### src/rtl/instruction_fetch_stage.sv
// Instruction fetch stage: drives a single-outstanding request to instruction
// memory, registers the returned word for decode, and buffers one word while
// decode is stalled. Branch redirect and flush override stall and ack.
//
// state | meaning
// ------+------------------------------------------------------------
// IDLE  | one cycle after reset, no request issued
// FETCH | request outstanding at imem_addr, waiting for imem_ack
// HOLD  | fetched word parked in hold buffer, waiting for stall to drop
module instruction_fetch_stage #(
    parameter logic [31:0] RESET_PC = 32'h0000_0000
) (
    input  logic        clk,
    input  logic        reset,
    output logic        imem_req,
    output logic [31:0] imem_addr,
    input  logic        imem_ack,
    input  logic [31:0] imem_rdata,
    input  logic        stall,
    input  logic        flush,
    input  logic        branch_taken,
    input  logic [31:0] branch_target,
    output logic        id_valid,
    output logic [31:0] id_instr,
    output logic [31:0] id_pc_plus4,
    output logic [5:0]  id_opcode,
    output logic [4:0]  id_rs,
    output logic [4:0]  id_rt,
    output logic [4:0]  id_rd,
    output logic [4:0]  id_shamt,
    output logic [5:0]  id_funct,
    output logic [15:0] id_imm16
);

    typedef enum logic [1:0] {
        IDLE  = 2'd0,
        FETCH = 2'd1,
        HOLD  = 2'd2
    } state_t;

    localparam logic [31:0] WORD_MASK = 32'hFFFF_FFFC;
    localparam logic [31:0] RESET_PC_ALIGNED = RESET_PC & WORD_MASK;

    state_t      state, state_n;
    logic [31:0] pc, pc_n;
    logic [31:0] hold_instr, hold_instr_n;
    logic [31:0] hold_addr, hold_addr_n;
    logic        id_valid_n;
    logic [31:0] id_instr_n;
    logic [31:0] id_pc_plus4_n;

    // Request is only issued while waiting on memory; address is the PC.
    assign imem_req  = (state == FETCH);
    assign imem_addr = pc;

    // Decode field slices of the registered instruction.
    assign id_opcode = id_instr[31:26];
    assign id_rs     = id_instr[25:21];
    assign id_rt     = id_instr[20:16];
    assign id_rd     = id_instr[15:11];
    assign id_shamt  = id_instr[10:6];
    assign id_funct  = id_instr[5:0];
    assign id_imm16  = id_instr[15:0];

    // Next-state and datapath update; priority is redirect, flush, stall, ack.
    always_comb begin
        state_n       = state;
        pc_n          = pc;
        hold_instr_n  = hold_instr;
        hold_addr_n   = hold_addr;
        id_valid_n    = id_valid;
        id_instr_n    = id_instr;
        id_pc_plus4_n = id_pc_plus4;

        if (branch_taken) begin
            pc_n         = branch_target & WORD_MASK;
            id_valid_n   = 1'b0;
            hold_instr_n = 32'h0000_0000;
            hold_addr_n  = 32'h0000_0000;
            state_n      = FETCH;
        end else if (flush) begin
            id_valid_n   = 1'b0;
            hold_instr_n = 32'h0000_0000;
            hold_addr_n  = 32'h0000_0000;
            state_n      = FETCH;
        end else begin
            case (state)
                IDLE: begin
                    state_n = FETCH;
                end
                FETCH: begin
                    if (stall) begin
                        if (imem_ack) begin
                            hold_instr_n = imem_rdata;
                            hold_addr_n  = pc;
                            pc_n         = pc + 32'd4;
                            state_n      = HOLD;
                        end
                    end else if (imem_ack) begin
                        id_instr_n    = imem_rdata;
                        id_pc_plus4_n = pc + 32'd4;
                        id_valid_n    = 1'b1;
                        pc_n          = pc + 32'd4;
                    end else begin
                        id_valid_n = 1'b0;
                    end
                end
                HOLD: begin
                    if (!stall) begin
                        id_instr_n    = hold_instr;
                        id_pc_plus4_n = hold_addr + 32'd4;
                        id_valid_n    = 1'b1;
                        state_n       = FETCH;
                    end
                end
                default: begin
                    state_n = IDLE;
                end
            endcase
        end
    end

    // State and datapath registers with synchronous reset.
    always_ff @(posedge clk) begin
        if (reset) begin
            state       <= IDLE;
            pc          <= RESET_PC_ALIGNED;
            hold_instr  <= 32'h0000_0000;
            hold_addr   <= 32'h0000_0000;
            id_valid    <= 1'b0;
            id_instr    <= 32'h0000_0000;
            id_pc_plus4 <= 32'h0000_0000;
        end else begin
            state       <= state_n;
            pc          <= pc_n;
            hold_instr  <= hold_instr_n;
            hold_addr   <= hold_addr_n;
            id_valid    <= id_valid_n;
            id_instr    <= id_instr_n;
            id_pc_plus4 <= id_pc_plus4_n;
        end
    end

endmodule
### config.mk
export PLATFORM = sky130hd
export DESIGN_NAME = instruction_fetch_stage
export DESIGN_NICKNAME = d
export VERILOG_FILES = /design/src/rtl/instruction_fetch_stage.sv
export SDC_FILE = /design/constraint.sdc
export NUM_CORES = 1
export LEC_CHECK = 0
export BUFFER_PORTS_ARGS = -buffer_cell sky130_fd_sc_hd__buf_2
export CAP_MARGIN = 20
export CORE_ASPECT_RATIO = 0.9
export CORE_MARGIN = 2
export CORE_UTILIZATION = 54
export DETAILED_ROUTE_END_ITERATION = 7
export PLACE_DENSITY = 0.81
export SLEW_MARGIN = 5
export SYNTH_ARGS = -nofsm -noshare
export SYNTH_HDL_FRONTEND = slang
export SYNTH_SLANG_ARGS = --single-unit
### constraint.sdc
create_clock -name clk -period 2.9 [get_ports clk]
set_input_delay 0.29 -clock clk [delete_from_list [all_inputs] [get_ports clk]]
set_output_delay 0.29 -clock clk [all_outputs]
set_load 0.005 [all_outputs]
-- Word-level counts from Yosys, hierarchy flattened
Index checks and enable logic that the tools add are counted.
W data, S select, Z words.
- $add $sub $neg: 2
- multipliers: 0
- divide/modulo/power cells: 0
- order comparisons: 0
- equality and inequality tests: 10
- shift-type cells: 0
- mux-type cells: 22
- bitwise gates (word level): 2
- reduce and logical (&&, ||, !) cells: 13
- operator list (kind ; number):
    $mux W32 ; 10
    $pmux W32 S2 ; 2
    $add A32 B3 Y32 const B ; 2
    $reduce_and A3 Y1 ; 5
    $ne A4 B1 Y1 const B ; 2
    $mux W2 ; 3
    $ne A2 B1 Y1 const B ; 3
    $pmux W2 S3 ; 1
    $reduce_and A6 Y1 ; 1
    $reduce_bool A2 Y1 ; 3
    $mux W1 ; 5
    $ne A2 B2 Y1 const B ; 2
    $ne A4 B4 Y1 const B ; 1
    $reduce_or A3 Y1 ; 1
    $eq A2 B1 Y1 const B ; 1
    $eq A2 B2 Y1 const B ; 1
    $logic_not A2 Y1 ; 1
    $not A1 Y1 ; 2
    $pmux W1 S2 ; 1
    $reduce_and A2 Y1 ; 1
    $reduce_or A2 Y1 ; 1
- register bits: 163
- bits in latches: 0
- RAM bits: 0
- bits in read-only memories: 0
- memories: 0

-- Longest topological paths before layout
- depth in word-level cells: 5
- depth in mapped cells: 9
- gate-level depth less buffers: 7

-- Worst setup path before layout
OpenSTA, ideal clock, no wires.
- path kind: register to register
- start point: reg pc[2] (netlist: imem_addr[2])
- end point: reg id_pc_plus4[30]
- library setup time: 0.092 ns
- arrival time: 2.033 ns
- slack: 0.775 ns
- stages on the path, launching flop included: 8
- period minus slack after synthesis: 2.125 ns
- cell sequence: dfxtp_1 -> ha_1 -> nand3_2 -> or3_1 -> clkbuf_1 -> nor4_1 -> nor3_1 -> o32ai_1
- longest elaborated chain between the ends: 4
- RTL lines (item ; RTL line ; text):
    start: declaration ; 45 ; logic [31:0] pc, pc_n;
    start signal: assignment ; 135 ; pc <= pc_n;
    $add A32 B3 Y32 ; 101 ; id_pc_plus4_n = pc + 32'd4;
    $mux W32 ; 99 ; end else if (imem_ack) begin
    $mux W32 ; 92 ; if (stall) begin
    $pmux W32 S2 ; 87 ; case (state)
    end signal: assignment ; 140 ; id_pc_plus4 <= id_pc_plus4_n;
    end: declaration ; 25 ; output logic [31:0] id_pc_plus4,
Every way passes these cells. The select of a mux whose other input is x is not followed.
A chain may end at the register's enable or synchronous reset.

-- Worst setup path after layout
- start point: reg state[1]
- end point: reg id_pc_plus4[23]
- longest elaborated chain between the ends: 3
- elaborated cells on any way between the ends: 8
- those cells by class: 5 x eq/ne; 1 x mux; 2 x reduce/logical
- RTL lines (item ; RTL line ; text):
    start: declaration ; 44 ; state_t state, state_n;
    start signal: assignment ; 134 ; state <= state_n;
    $eq A2 B1 Y1 or $eq A2 B2 Y1 (tied branches) ; 87 ;
    $ne A2 B1 Y1 (no line) (tied with other cells) ; -- ;
    $reduce_and A6 Y1 (no line) ; -- ;
Several ways; a longest one is shown, not always the timed one.

==> impl_metrics.ini <==
[routing]
drcViolationCount = 0
vias = 8096
topRoutingLayerUsed = met4
ant_nets = 0
routed_wirelength_um = 23290
via_per_inst = 5.905
wl_met2_um = 10830
post_drt_wl_per_cell_um = 16.99
wl_met1_um = 9980
wl_met3_um = 1840
first_pass_iters = 6
first_iter_violations = 777

[sta]
fmax_mhz = 412.2
worst_slack_ns = 0.4739
hold_viol = 0
slew_headroom_pct = 42.58
grt_setup_unrepaired = no
fin_tns_setup_ns = 0
worstMarginPinSlew_ns = 0.8613
fin_crit_sh_pct = 83.66
fin_worst_skew_ns = 0.01046
slew_viol_final = 0
fin_crit_ns = 2.426
setup_viol_count_final = 0

[global_routing]
track_usage_pct = 27.97
gr-total-overflow = 0
grt_pass1_wl_um = 36600
grt_pass1_vias = 7200
grt_max_degree = 85
antenna_found_initial = 1

[clock_tree]
cts_max_path_buffers = 2
clkTransAtPathRegs_ns = 0.06
cts_tree = done
cts_made_buffers = 17
cts_resized = 0
hold_buffers = 0
cts_setup_buffers = 0
cts.sinks = 157
htree_levels = 4
clock-root-buffer = clkbuf_16
worstSkewPairLatency_ns = 0.44

[cells_and_area]
nFillCells = 1350
nNetsFinal = 1231
final_util_pct = 63.63
drive_above_1_share_pct = 23.89
area_growth_pct = 16.54

[worst_setup_path]
cpLargestDelayFamily = simple AND/OR/NAND/NOR gates
r2r_start = state[1]
critPathMaxFanout = 20
slowest_stage = nand2_1
arrival_ns = 2.76
reg2reg_to = id_pc_plus4[23]
cp_cell_sequence = inv_1 > ha_1 > nor3b_1 > o21a_2 > nand2_1 > o32ai_1
end_kind = flip-flop
cp.depth = 6
cpPeakStageDelay_ns = 0.50
path_class = flip-flop to flip-flop
worst_ep_required_time_ns = 3.23
r2r_slack_ns = 0.47
crit_buf_inv = 1
r2r.worst_path.cells = 6
start_kind = flip-flop

[synth]
post_synth_num_cell_types = 54
synth_common_cells = nand2_1 (183), dfxtp_1 (157), a21oi_1 (83)
syn_inst = 1046
ys_top_cells_by_area = dfxtp_1 (38%), nand2_1 (8.2%), mux2i_1 (5.3%)
avgSynthCellArea_um2 = 7.976
yosysTopAreaCellShare_pct = 37.67
synth.cell_area_um2 = 8343
synthArstFlopShare_pct = 0
synth_edf_count = 0
synth-seq-area-share_pct = 37.67
ys_warn_count = 0
synth_top_cell_by_area = dfxtp_1
ys.flop_type = dfxtp_1
synth.most_common_cell = nand2_1
synth-seq-cells = 157

[pwr]
powerDensity_nw_per_um2 = 536.1
p_leak_nw = 3.708
p_total_mw = 5.213
ir_worst_vdd_mv = 0.4591

[placed_design]
pre_cts_ws_ns = 0.5607
gp_congestion = 0.9362
dp_hpwl_um = 15270
numPortBuffers = 209

[floorplanning]
fp.coreArea_um2 = 15280
die_h_um = 121.9
die_w_um = 135.0
io_pins = 216
rows = 43
dieArea_um2 = 16460
start_util_pct = 54.60

[run_status]
status = finished clean

[worst_hold_path]
worst_hold_path_type = input pin to flip-flop
min_to = imem_addr[11]
min-delay-start = branch_target[11]
hold_depth = 2

[run]
max-cap-violations = 0
-- worst max path at each step --
| stage | start | endpoint | slack, ns |
|---|---|---|---|
| 2_1_floorplan | imem_addr[2] | id_pc_plus4[30] | 0.77 |
| 3_3_place_gp | state[1] | id_pc_plus4[18] | 0.64 |
| 3_5_place_dp | state[1] | id_pc_plus4[18] | 0.56 |
| 4_1_cts | state[1] | id_pc_plus4[23] | 0.53 |
| 5_1_grt | state[1] | id_pc_plus4[15] | 0.34 |
| 6_report | state[1] | id_pc_plus4[23] | 0.47 |
-- cells in the final DEF, fill, tap and decap left out, types with 3 or more instances in the layout --
| master | count |
|---|---|
| buf_2 | 209 |
| nand2_1 | 182 |
| dfxtp_1 | 157 |
| a21oi_1 | 83 |
| nor2_1 | 73 |
| a211oi_1 | 53 |
| mux2i_1 | 44 |
| nor3_1 | 39 |
| xnor2_1 | 34 |
| nor4_1 | 32 |
| nand3_1 | 29 |
| nand4_1 | 22 |
| xor2_1 | 20 |
| buf_4 | 19 |
| o31a_1 | 17 |
| clkbuf_16 | 17 |
| and3_1 | 12 |
| o32ai_1 | 12 |
| inv_1 | 11 |
| o21ai_0 | 9 |
| nor4_2 | 7 |
| and4_1 | 5 |
| ha_1 | 5 |
| bufinv_16 | 5 |
| o31ai_1 | 4 |
| o211ai_1 | 4 |
| conb_1 | 4 |
| clkbuf_1 | 4 |
| or3_1 | 3 |
| a311oi_1 | 3 |
| nand3_2 | 3 |
| o211a_1 | 3 |
| or4_1 | 3 |
| o21a_1 | 3 |
| clkinvlp_4 | 3 |
-- layer usage --
metal  vias to the layer above  GRT usage [%]
met5                         -              0
met4                         0          12.50
met3                        62          6.533
met2                       379          43.50
met1                      3795          37.18
li1                       3860              -
-- metrics by stage --
| step | area (um2) | hold WS, ns | cells |
|---|---|---|---|
| 2_1_floorplan | 8354 | 0.4260 | 1049 |
| 3_3_place_gp | 9089 | 0.4392 | 1338 |
| 3_5_place_dp | 9089 | 0.4473 | 1338 |
| 4_1_cts | 9721 | 0.07271 | 1370 |
| 5_1_grt | 9723 | 0.08168 | 1371 |
| 6_report | 9723 | 0.08006 | 1371 |
-- cell type report --
cell class	count	area (um2)	area share (%)
Sequential cell	157	3143	32.33
Antenna cell	1	2.502	0.02574
Inverter	12	45.04	0.4633
Timing Repair Buffer	230	1229	12.64
Clock inverter	11	191.4	1.969
Tap cell	202	252.7	2.599
Clock buffer	21	440.4	4.530
Multi-Input combinational cell	737	4419	45.45
-- worst register-to-register path, delay by kind of cell, from the launching register on --
| family | cells | cell delay, ns |
|---|---|---|
| fa+ha+maj | 1 | 0.36 |
| compound gates | 2 | 0.68 |
| simple gates | 2 | 0.76 |
| flops | 1 | 0.42 |
| buf+inv | 1 | 0.11 |
-- where the power goes --
| group | leakage (nW) | switching, mW | internal, mW |
|---|---|---|---|
| Sequential | 1.28 | 0.0840 | 2.22 |
| Combinational | 2.14 | 0.268 | 0.206 |
| Clock | 0.297 | 0.911 | 1.52 |
| Total | 3.71 | 1.26 | 3.95 |
-- cells by family (layout without fill, tap and decap cells) --
family / count (synthesis) / count (layout) / share of synthesized area [%]
and+or+nand+nor: 424 / 424 / 24.37
AOI/OAI and AO/OA: 205 / 205 / 16.30
DFF: 157 / 157 / 37.67
buffers and inverters: 155 / 274 / 9.763
xor gates and xnor gates: 54 / 54 / 5.669
muxes: 44 / 44 / 5.279
adders and majority gates: 6 / 6 / 0.8998
other: 1 / 5 / 0.04495
-- state kept, by name (all words and copies together) (netlist names) --
name,cells
hold_addr,30
hold_instr,32
id_instr,32
id_pc_plus4,30
id_valid,1
imem_addr,30
state,2
Power figures use the tool's default switching activity.
